**src/rtl/serial_rx_pkg.sv**
```systemverilog
// serial_rx_pkg: shared FSM state encoding and default operand width for the serial adder.
package serial_rx_pkg;
    localparam int DEFAULT_WIDTH = 8;
    typedef enum logic [1:0] {IDLE, SHIFT, HOLD} state_t;
endpackage

```
**src/rtl/serial_rx_adder_if.sv**
```systemverilog
// serial_rx_adder_if: serial bit input handshake and parallel result handshake.
interface serial_rx_adder_if import serial_rx_pkg::*; #(parameter int WIDTH = DEFAULT_WIDTH);
    logic             start;
    logic             a_bit;
    logic             b_bit;
    logic             cin;
    logic             bit_valid;
    logic             bit_ready;
    logic [WIDTH-1:0] sum;
    logic             cout;
    logic             sum_valid;
    logic             sum_ready;
    modport master (output start, a_bit, b_bit, cin, bit_valid, sum_ready,
                    input  bit_ready, sum, cout, sum_valid);
    modport slave  (input  start, a_bit, b_bit, cin, bit_valid, sum_ready,
                    output bit_ready, sum, cout, sum_valid);
endinterface

```
**src/rtl/full_adder_1b.sv**
```systemverilog
// full_adder_1b: gate-level one-bit full adder.
module full_adder_1b (
    input  logic a,
    input  logic b,
    input  logic ci,
    output logic s,
    output logic co
);
    logic ab, t1, t2;
    xor g0 (ab, a, b);
    xor g1 (s, ab, ci);
    and g2 (t1, a, b);
    and g3 (t2, ab, ci);
    or  g4 (co, t1, t2);
endmodule

```
**src/rtl/serial_rx_adder.sv**
```systemverilog
// serial_rx_adder: LSB-first bit-serial adder producing a parallel sum and carry-out.
// Define SERIAL_RX_SUB_EN to add a per-frame sub input that turns the frame into A-B.
module serial_rx_adder import serial_rx_pkg::*; #(
    parameter int WIDTH = DEFAULT_WIDTH
) (
    input logic clock,
    input logic reset,
`ifdef SERIAL_RX_SUB_EN
    input logic sub,
`endif
    serial_rx_adder_if.slave bus
);
    localparam int CW = $clog2(WIDTH + 1);
    state_t           state, state_n;
    logic [CW-1:0]    count, count_n;
    logic [WIDTH-1:0] sum_q;
    logic             carry, cout_q, sub_eff, fa_ci, fa_s, fa_co, accept, last;
`ifdef SERIAL_RX_SUB_EN
    logic sub_q;
    // sub is latched with the start bit so it governs the whole frame
    assign sub_eff = bus.start ? sub : sub_q;
    always_ff @(posedge clock)
        if (reset)
            sub_q <= 1'b0;
        else if (accept && bus.start)
            sub_q <= sub;
`else
    assign sub_eff = 1'b0;
`endif
    assign fa_ci   = bus.start ? (sub_eff | bus.cin) : carry;
    assign accept  = bus.bit_valid && bus.bit_ready && (bus.start || state == SHIFT);
    assign count_n = bus.start ? CW'(1) : count + CW'(1);
    assign last    = count_n == CW'(WIDTH);
    full_adder_1b fa (
        .a  (bus.a_bit),
        .b  (bus.b_bit ^ sub_eff),
        .ci (fa_ci),
        .s  (fa_s),
        .co (fa_co)
    );
    always_comb begin
        state_n       = state;
        bus.bit_ready = state != HOLD;
        bus.sum_valid = state == HOLD;
        state_n       = (state == HOLD) ? (bus.sum_ready ? IDLE : HOLD)
                      : accept ? (last ? HOLD : SHIFT) : state;
    end
    always_ff @(posedge clock)
        if (reset)
            state <= IDLE;
        else
            state <= state_n;
    always_ff @(posedge clock)
        if (reset) begin
            sum_q  <= '0;
            cout_q <= 1'b0;
            carry  <= 1'b0;
            count  <= '0;
        end else if (accept) begin
            sum_q  <= {fa_s, sum_q[WIDTH-1:1]};
            carry  <= fa_co;
            count  <= count_n;
            cout_q <= last ? fa_co : cout_q;
        end else if (state == HOLD && bus.sum_ready) begin
            count <= '0;
        end
    assign bus.sum  = sum_q;
    assign bus.cout = cout_q;
endmodule

```
**src/flat_wrapper.sv**
```systemverilog
// flat-port wrapper written by rule: the top's interface ports become plain ports
module serial_rx_adder_flat import serial_rx_pkg::*;
#(
    parameter int WIDTH = DEFAULT_WIDTH
)
  (clock, reset, bus_start, bus_a_bit, bus_b_bit, bus_cin, bus_bit_valid, bus_sum_ready, bus_bit_ready, bus_sum, bus_cout, bus_sum_valid);
  serial_rx_adder_if #(.WIDTH(WIDTH)) bus_i ();
  input logic clock;
  input logic reset;
  input wire logic [$bits(bus_i.start)-1:0] bus_start;
  input wire logic [$bits(bus_i.a_bit)-1:0] bus_a_bit;
  input wire logic [$bits(bus_i.b_bit)-1:0] bus_b_bit;
  input wire logic [$bits(bus_i.cin)-1:0] bus_cin;
  input wire logic [$bits(bus_i.bit_valid)-1:0] bus_bit_valid;
  input wire logic [$bits(bus_i.sum_ready)-1:0] bus_sum_ready;
  output wire logic [$bits(bus_i.bit_ready)-1:0] bus_bit_ready;
  output wire logic [$bits(bus_i.sum)-1:0] bus_sum;
  output wire logic [$bits(bus_i.cout)-1:0] bus_cout;
  output wire logic [$bits(bus_i.sum_valid)-1:0] bus_sum_valid;
  assign bus_i.start = bus_start;
  assign bus_i.a_bit = bus_a_bit;
  assign bus_i.b_bit = bus_b_bit;
  assign bus_i.cin = bus_cin;
  assign bus_i.bit_valid = bus_bit_valid;
  assign bus_i.sum_ready = bus_sum_ready;
  assign bus_bit_ready = bus_i.bit_ready;
  assign bus_sum = bus_i.sum;
  assign bus_cout = bus_i.cout;
  assign bus_sum_valid = bus_i.sum_valid;
  serial_rx_adder #(.WIDTH(WIDTH)) u_core (.clock(clock), .reset(reset), .bus(bus_i));
endmodule
```
**config.mk**
```make
export PLATFORM = sky130hd
export DESIGN_NAME = serial_rx_adder_flat
export DESIGN_NICKNAME = d
export VERILOG_FILES = /design/src/rtl/serial_rx_pkg.sv /design/src/rtl/serial_rx_adder_if.sv /design/src/rtl/full_adder_1b.sv /design/src/rtl/serial_rx_adder.sv /design/src/flat_wrapper.sv
export SDC_FILE = /design/constraint.sdc
export NUM_CORES = 1
export LEC_CHECK = 0
export ABC_AREA = 1
export BUFFER_PORTS_ARGS = -buffer_cell sky130_fd_sc_hd__buf_2
export CORE_ASPECT_RATIO = 1.2
export CORE_MARGIN = 3
export CORE_UTILIZATION = 25
export DETAILED_ROUTE_END_ITERATION = 16
export PLACE_DENSITY_LB_ADDON = 0.05
export REMOVE_ABC_BUFFERS = 1
export SLEW_MARGIN = 40
export SYNTH_ARGS = -nofsm -noshare
export SYNTH_HDL_FRONTEND = slang
export SYNTH_SLANG_ARGS = --single-unit
```
**constraint.sdc**
```tcl
create_clock -name clock -period 1.6 [get_ports clock]
set_clock_uncertainty 0.2 [all_clocks]
set_input_delay 0 -clock clock [delete_from_list [all_inputs] [get_ports clock]]
set_output_delay 0 -clock clock [all_outputs]
set_load 0.005 [all_outputs]
```
# After elaboration in Yosys (flattened, before gate mapping)
# Cells that the tools add are included.
# W data, S select, Z words.
# word_totals
regBits	16
in_bits	8
output_inout_bits	11
# op_classes
n_addsub	1
n_eq_ne	4
muxes	8
n_bitwise	5
n_reduce_logical	7
# op_table
op	n
$mux W4	3
$mux W2	4
$add A4 B1 Y4 const B	1
$eq A4 B4 Y1 const B	1
$reduce_bool A2 Y1	2
$logic_and A1 B1 Y1	3
$and A1 B1 Y1	2
$eq A2 B1 Y1 const B	1
$eq A2 B2 Y1 const B	1
$ne A2 B2 Y1 const B	1
$reduce_and A2 Y1	1
$xor A1 B1 Y1	2
$logic_or A1 B1 Y1	1
$mux W1	1
$or A1 B1 Y1	1

# Logic depth before layout (Yosys ltp)
# Gate-level depths: netlist (run 1).
# depth
word_depth	6
mapped_depth	9

# Modules after synthesis
# From an unflattened synthesis (run 1), not the netlist that was laid out.
# unflattened
hier_cells	99
hier_area_um2	805.8
# by_module_without_submodules
mod	n_inst	cells_each	area_per_inst_um2	seq_area_each_um2
serial_rx_adder	1	98	785.8	320.3
full_adder_1b	1	1	20.0	0.0

# Worst setup path after synthesis (run 1)
# OpenSTA, ideal clock, no wires.
# synth_timing
kind	register to register
startpoint	reg u_core.count[0]
endpoint	reg u_core.cout_q (netlist: u_core.bus.cout)
setup_ps	113
t_arrival_ps	1144
t_required_ps	1287
slack_ps	143
path_stages_with_launch	7
path_buffers	0
period_less_slack_ps	1457
cell_sequence	dfxtp_1 ha_1 nand3b_1 nor2_1 nand3_2 nor2_1 nor2_1
# synth_between
elab_chain_len	4
# synth_lines
item	line	text
start: declaration	serial_rx_adder.sv:15	logic [CW-1:0] count, count_n;
start signal: assignment	serial_rx_adder.sv:62	count <= count_n;
$add A4 B1 Y4	serial_rx_adder.sv:32	assign count_n = bus.start ? CW'(1) : count + CW'(1);
$mux W4	serial_rx_adder.sv:32	
$eq A4 B4 Y1	serial_rx_adder.sv:33	assign last = count_n == CW'(WIDTH);
$reduce_and A2 Y1 (no line)	n/a	
end signal: assignment	serial_rx_adder.sv:63	cout_q <= last ? fa_co : cout_q;
end: declaration	serial_rx_adder.sv:17	logic carry, cout_q, sub_eff, fa_ci, fa_s, fa_co, accept, last;
# Every way passes these cells.
# A chain may end at the register's enable or synchronous reset.

# Final worst setup path (run 1)
# layout_timing
startpoint	in bus_start
endpoint	reg u_core.sum_q[7] (netlist: u_core.bus.sum[7])
# layout_between
elab_chain_len	2
word_cells_on_any_way	4
classes_between	1 x mux; 1 x bitwise; 2 x reduce/logical
# layout_lines
item	line	text
start: declaration	flat_wrapper.sv:10	input wire logic [$bits(bus_i.start)-1:0] bus_start;
$mux W1	serial_rx_adder.sv:30	assign fa_ci = bus.start ? (sub_eff | bus.cin) : carry;
$xor A1 B1 Y1	full_adder_1b.sv:11	xor g1 (s, ab, ci);
via u_core.fa.s	full_adder_1b.sv:6	output logic s,
end signal: assignment	serial_rx_adder.sv:60	sum_q <= {fa_s, sum_q[WIDTH-1:1]};
end: declaration	serial_rx_adder.sv:16	logic [WIDTH-1:0] sum_q;
# The timed path passes the listed nets, and every way through them passes these cells.

==> flow_summary.yaml, run 1 <==
run_status:
  status: "complete, no violations"
sta:
  fin_crit_sh_pct: 94.7
  hold_viol_final: 0
  tightest_slew_ns: 0.241
  slew_viol_final: 0
  fmax_mhz: 660
  period_needed_ns: 1.52
  slew_headroom_pct: 83.9
  rsz0062_at_grt: "no"
  setup_violations: 0
  finalSetupTns_ns: 0
grt:
  grt_max_degree: 16
  grt_usage_pct: 9.79
  grt.overflow.total: 0
  grt_pass1_wl_um: 2900
  grt_pass1_vias: 661
  antenna_found_initial: 0
setup_path:
  arrival_ns: 1.50
  cp_max_fo: 4
  required_ns: 1.59
  rrSetupSlack_ns: 0.14
  endpoint_kind: "flip-flop"
  reg2reg_to: "u_core.bus.cout$_SDFFE_PP0P_"
  startpoint_type: "input port"
  path_class: "input port to flip-flop"
  rr_worst_depth: 8
  r2r_start: "u_core.state[0]$_SDFFE_PP0P_"
routing:
  viasPerCell: 4.37
  vias: 703
  wl_um: 1720
  antenna_left: 0
  drc: 0
  drt_first_pass_iters: 4
  drt_iter0_markers: 11
  wl_per_cell_um: 10.7
logic_synthesis:
  synth_commonest_cells: "nor2_1 (22), dfxtp_1 (16), nand2_1 (11)"
  ys_seq_area_share_pct: 40.5
  yosys_warnings: 0
  synth_edf_count: 0
  synthFlopType: "dfxtp_1"
  ys_seq_elements: 16
  synth_cell_types: 24
  avgSynthCellArea_um2: 7.99
  synth_area_leader_cell: "dfxtp_1"
  ys_top_cells_by_area: "dfxtp_1 (41%), nor2_1 (10%), o21ai_0 (5.7%)"
  synthArstFlopShare_pct: 0
  mappedNetlistArea_um2: 791
  postSynthCellCount: 99
  synth_top_cell_area_share_pct: 40.5
  synth.most_common_cell: "nor2_1"
floorplan:
  die_area_mm2: 0.00388
  die_h_um: 67.6
  chipWidth_um: 57.3
  rows: 21
  boundaryPins: 19
  initial_core_util_pct: 27.1
  core_mm2: 0.00292
clocking:
  clock_sinks: 16
  cts_buffers: 3
  cts_tree: "yes"
  post_cts_buffers: 0
  ctsHtreeMaxLevel: 1
  clkTransAtPathRegs_ns: 0.10
  cts_root_buf: "clkbuf_4"
  cts_buffer_depth: 2
  clock_latency_ns: 0.28
min_path:
  worstHoldStart: "bus_cin"
  hold_depth: 6
  holdPathEnd: "u_core.bus.cout$_SDFFE_PP0P_"
  hold_path_class: "input port to flip-flop"
finish:
  stdcell_count: 161
  nets: 138
  antennaDiodeCount: 0
  drive_above_1_share_pct: 32.3
  syn2layout_area_growth_pct: 28.0
run:
  drv_cap: 0
power:
  power_leakage_uw: 0.000447
  peakVddDrop_mv: 0.384
  p_per_area_mw_per_mm2: 828
placement:
  portBuffers: 18
  dp_hpwl_um: 1250
  gp_congestion: 0.704
  dp.cells: 151
## cells by family after synthesis
| family | Yosys count | share of synthesized area (%) |
|---|---|---|
| compound gates | 18 | 14.1 |
| buf+inv | 13 | 9.97 |
| flops | 16 | 40.5 |
| fa+ha+maj | 2 | 4.11 |
| xor+xnor | 1 | 1.11 |
| simple gates | 49 | 30.2 |
## power by group
group	total [uW]	switching [uW]	internal (uW)
sequential	435	14.1	421
combinational	136	73.7	62.0
clock	267	129	138
## worst max path at each step
stage,startpoint,end,slack [ns],cells past startpoint
after floorplan,u_core.count[0]$_SDFFE_PP0P_,u_core.bus.cout$_SDFFE_PP0P_,0.14,6
after global placement,u_core.state[0]$_SDFFE_PP0P_,u_core.bus.cout$_SDFFE_PP0P_,0.13,7
after detailed placement,u_core.count[0]$_SDFFE_PP0P_,u_core.bus.cout$_SDFFE_PP0P_,0.11,6
after CTS,bus_start,u_core.bus.sum[7]$_SDFFE_PP0P_,0.06,8
after global routing,bus_start,u_core.bus.cout$_SDFFE_PP0P_,0.01,11
final,bus_start,u_core.bus.sum[7]$_SDFFE_PP0P_,0.08,8
## state kept, by name, summed over array words and instances (netlist names)
register	flops
u_core.count	4
u_core.bus.sum	8
u_core.bus.cout	1
u_core.carry	1
u_core.state	2
## repair_timing
action	CTS	global route
resized for setup	0	4
hold buffers	6	0
endpoints found under the hold margin	9	0
endpoints found under the setup margin	0	3
## metrics by stage
stage               hold WS, ns  cell area [um2]  utilization, %  worst slack (ns)  total power (uW)
floorplan                -0.138              754               -             0.143               513
global placement         0.0986              910            31.2             0.126               569
detailed placement       0.0909              910            31.2             0.114               569
CTS                      0.0849             1010            34.5            0.0633               859
global route              0.125             1010            34.7            0.0120               892
finish                   0.0810             1010            34.7            0.0843               838
## routing by layer
layer	track usage [%]	vias up	share of wire, %
met2	16.4	12	49
li1	-	371	-
met4	5.22	0	0.93
met5	0	-	0
met3	2.29	2	4.7
met1	11.5	318	45
## critical path, stage by stage
cell	delay [ns]
dlygate4sd3_1	0.53
buf_2	0.15
inv_1	0.07
nand2_1	0.05
nand2_1	0.07
fa_1	0.43
o21ai_1	0.15
nor2_1	0.06
## cell usage in the layout, fill, tap and decap left out, types with 2 or more instances in the layout
| cell | synthesis | routed |
|---|---|---|
| a21oi_1 | 5 | 5 |
| a21oi_2 | 2 | 2 |
| buf_2 | 0 | 18 |
| buf_4 | 0 | 3 |
| clkbuf_4 | 0 | 3 |
| dfxtp_1 | 16 | 15 |
| dlygate4sd3_1 | 0 | 6 |
| inv_1 | 7 | 7 |
| inv_2 | 2 | 2 |
| nand2_1 | 11 | 11 |
| nand2_2 | 2 | 2 |
| nand3_1 | 7 | 7 |
| nand3_2 | 2 | 2 |
| nor2_1 | 22 | 21 |
| nor2_2 | 1 | 2 |
| nor2_4 | 2 | 2 |
| o21ai_0 | 9 | 8 |
## layout make-up
| type | count | area [um2] |
|---|---|---|
| Sequential cell | 16 | 322 |
| Inverter | 10 | 45.0 |
| Clock buffer | 4 | 36.3 |
| Timing Repair Buffer | 27 | 173 |
| Tap cell | 34 | 42.5 |
| Multi-Input combinational cell | 70 | 394 |
| Fill cell | 320 | 1900 |
Power figures use the tool's default switching activity.
==> run 2: changes to the inputs <==
--- a/config.mk
+++ b/config.mk
@@ -8,10 +8,10 @@
 export ABC_AREA = 1
 export BUFFER_PORTS_ARGS = -buffer_cell sky130_fd_sc_hd__buf_2
 export CORE_ASPECT_RATIO = 1.2
-export CORE_MARGIN = 3
+export CORE_MARGIN = 4
 export CORE_UTILIZATION = 25
 export DETAILED_ROUTE_END_ITERATION = 16
-export PLACE_DENSITY_LB_ADDON = 0.05
+export PLACE_DENSITY_LB_ADDON = 0.15
 export REMOVE_ABC_BUFFERS = 1
 export SLEW_MARGIN = 40
 export SYNTH_ARGS = -nofsm -noshare
==> flow_summary.yaml, run 2 (same netlist as run 1, synthesis figures left out) <==
floorplan:
  die_h_um: 69.6
  initial_core_util_pct: 25.9
  rows: 22
  chipWidth_um: 59.3
  boundaryPins: 19
  core_mm2: 0.00306
  die_area_mm2: 0.00413
finish:
  antennaDiodeCount: 0
  largest_reg_flops: 8
  syn2layout_area_growth_pct: 26.9
  mostFrequentLayoutCells: "nor2_1 (21), buf_2 (18), dfxtp_1 (16), nand2_1 (11), o21ai_0 (8)"
  nets: 137
  layout.cells.most_common: "nor2_1"
  drive_above_1_share_pct: 31.0
  fin_util_pct: 32.8
grt:
  antenna_found_initial: 0
  grt_usage_pct: 9.47
  grt.overflow.total: 0
  grt_pass1_wl_um: 3080
  grt_max_degree: 16
  grt_pass1_vias: 737
clocking:
  cts_tree: "yes"
  cts_root_buf: "clkbuf_4"
  ctsHtreeMaxLevel: 1
  clock_latency_ns: 0.27
  clock_sinks: 16
  cts_buffers: 3
  post_cts_buffers: 0
  clkTransAtPathRegs_ns: 0.09
  cts_buffer_depth: 2
placement:
  portBuffers: 18
  dp_slack_ns: 0.0638
  gp_congestion: 0.797
  dp_hpwl_um: 1300
routing:
  drt_iter0_markers: 20
  wl_um: 1740
  viasPerCell: 4.40
  wl_per_cell_um: 10.7
  vias: 712
  drc: 0
  drt_first_pass_iters: 3
  antenna_left: 0
sta:
  fin_crit_sh_pct: 95.5
  setup_slack_ns: 0.0722
  slew_headroom_pct: 83.6
  hold_viol_final: 0
  period_needed_ns: 1.53
  rsz0062_at_grt: "no"
  finalSetupTns_ns: 0
  setup_violations: 0
  fmax_mhz: 655
  tightest_slew_ns: 0.245
  slew_viol_final: 0
run:
  drv_cap: 0
run_status:
  status: "complete, no violations"
setup_path:
  arrival_ns: 1.55
  cp_max_fo: 15
  required_ns: 1.62
  path_class: "input port to flip-flop"
  endpoint_kind: "flip-flop"
  startpoint_type: "input port"
power:
  p_per_area_mw_per_mm2: 821
  p_total_uw: 824
  power_leakage_uw: 0.000440
  peakVddDrop_mv: 0.427
min_path:
  hold_path_class: "input port to flip-flop"
-- run 2: cell types whose count changed in the layout (fill, tap and decap cells not counted) --
cell     before  now
buf_4         3    2
inv_6         0    1
inv_8         1    0
dfxtp_1      15   16
dfxtp_2       1    0
-- run 2: final timing paths --
path	from	endpoint	slack [ns]	cells past startpoint
max reg2reg	u_core.count[0]$_SDFFE_PP0P_	u_core.bus.cout$_SDFFE_PP0P_	0.11	7
max	bus_start	u_core.bus.cout$_SDFFE_PP0P_	0.07	11
min	bus_cin	u_core.bus.sum[7]$_SDFFE_PP0P_	0.06	6
min reg2reg	u_core.count[3]$_SDFFE_PP0P_	u_core.count[3]$_SDFFE_PP0P_	0.28	2
-- run 2: timing repair --
| action | in CTS | in global routing |
|---|---|---|
| gates resized for setup | 0 | 2 |
| hold buffers | 6 | 0 |
| setup endpoints to repair | 0 | 3 |
| hold endpoints to repair | 8 | 0 |
-- run 2: report_power, final --
part	internal [uW]	switching [uW]	leakage, uW
logic	59.2	71.2	0.000288
registers	420	16.4	0.000131
clock network	138	119	0.0000210
-- run 2: critical path: stages --
cell and delay, ns:
dlygate4sd3_1 0.53, buf_2 0.15, inv_1 0.06, buf_4 0.16, o21ai_4 0.07, nand2_4 0.14
inv_6 0.15, nand3_2 0.11, nand2_1 0.07, nand2_1 0.04, nor2_1 0.08
-- run 2: through the flow --
stage | hold WS [ns] | instance area (um2) | instances
after floorplan | -0.138 | 754 | 96
after global placement | 0.0836 | 905 | 152
after detailed placement | 0.0887 | 905 | 152
after CTS | 0.0757 | 1000 | 162
after global routing | 0.0991 | 1000 | 162
final | 0.0589 | 1000 | 162
-- run 2: layout make-up --
class / instances / area, um2
flip-flops and latches: 16 / 320
well taps: 36 / 45.0
inverters: 10 / 42.5
repair buffers: 26 / 165
multi-input cells: 70 / 394
fillers: 348 / 2050
clock buffers: 4 / 36.3
-- run 2: routing by layer --
metal	track usage (%)	vias to the layer above	wire [um]
met1	11.3	329	775
met3	1.86	2	93
met5	0	-	0
li1	-	368	-
met2	16.0	13	851
met4	3.78	0	16
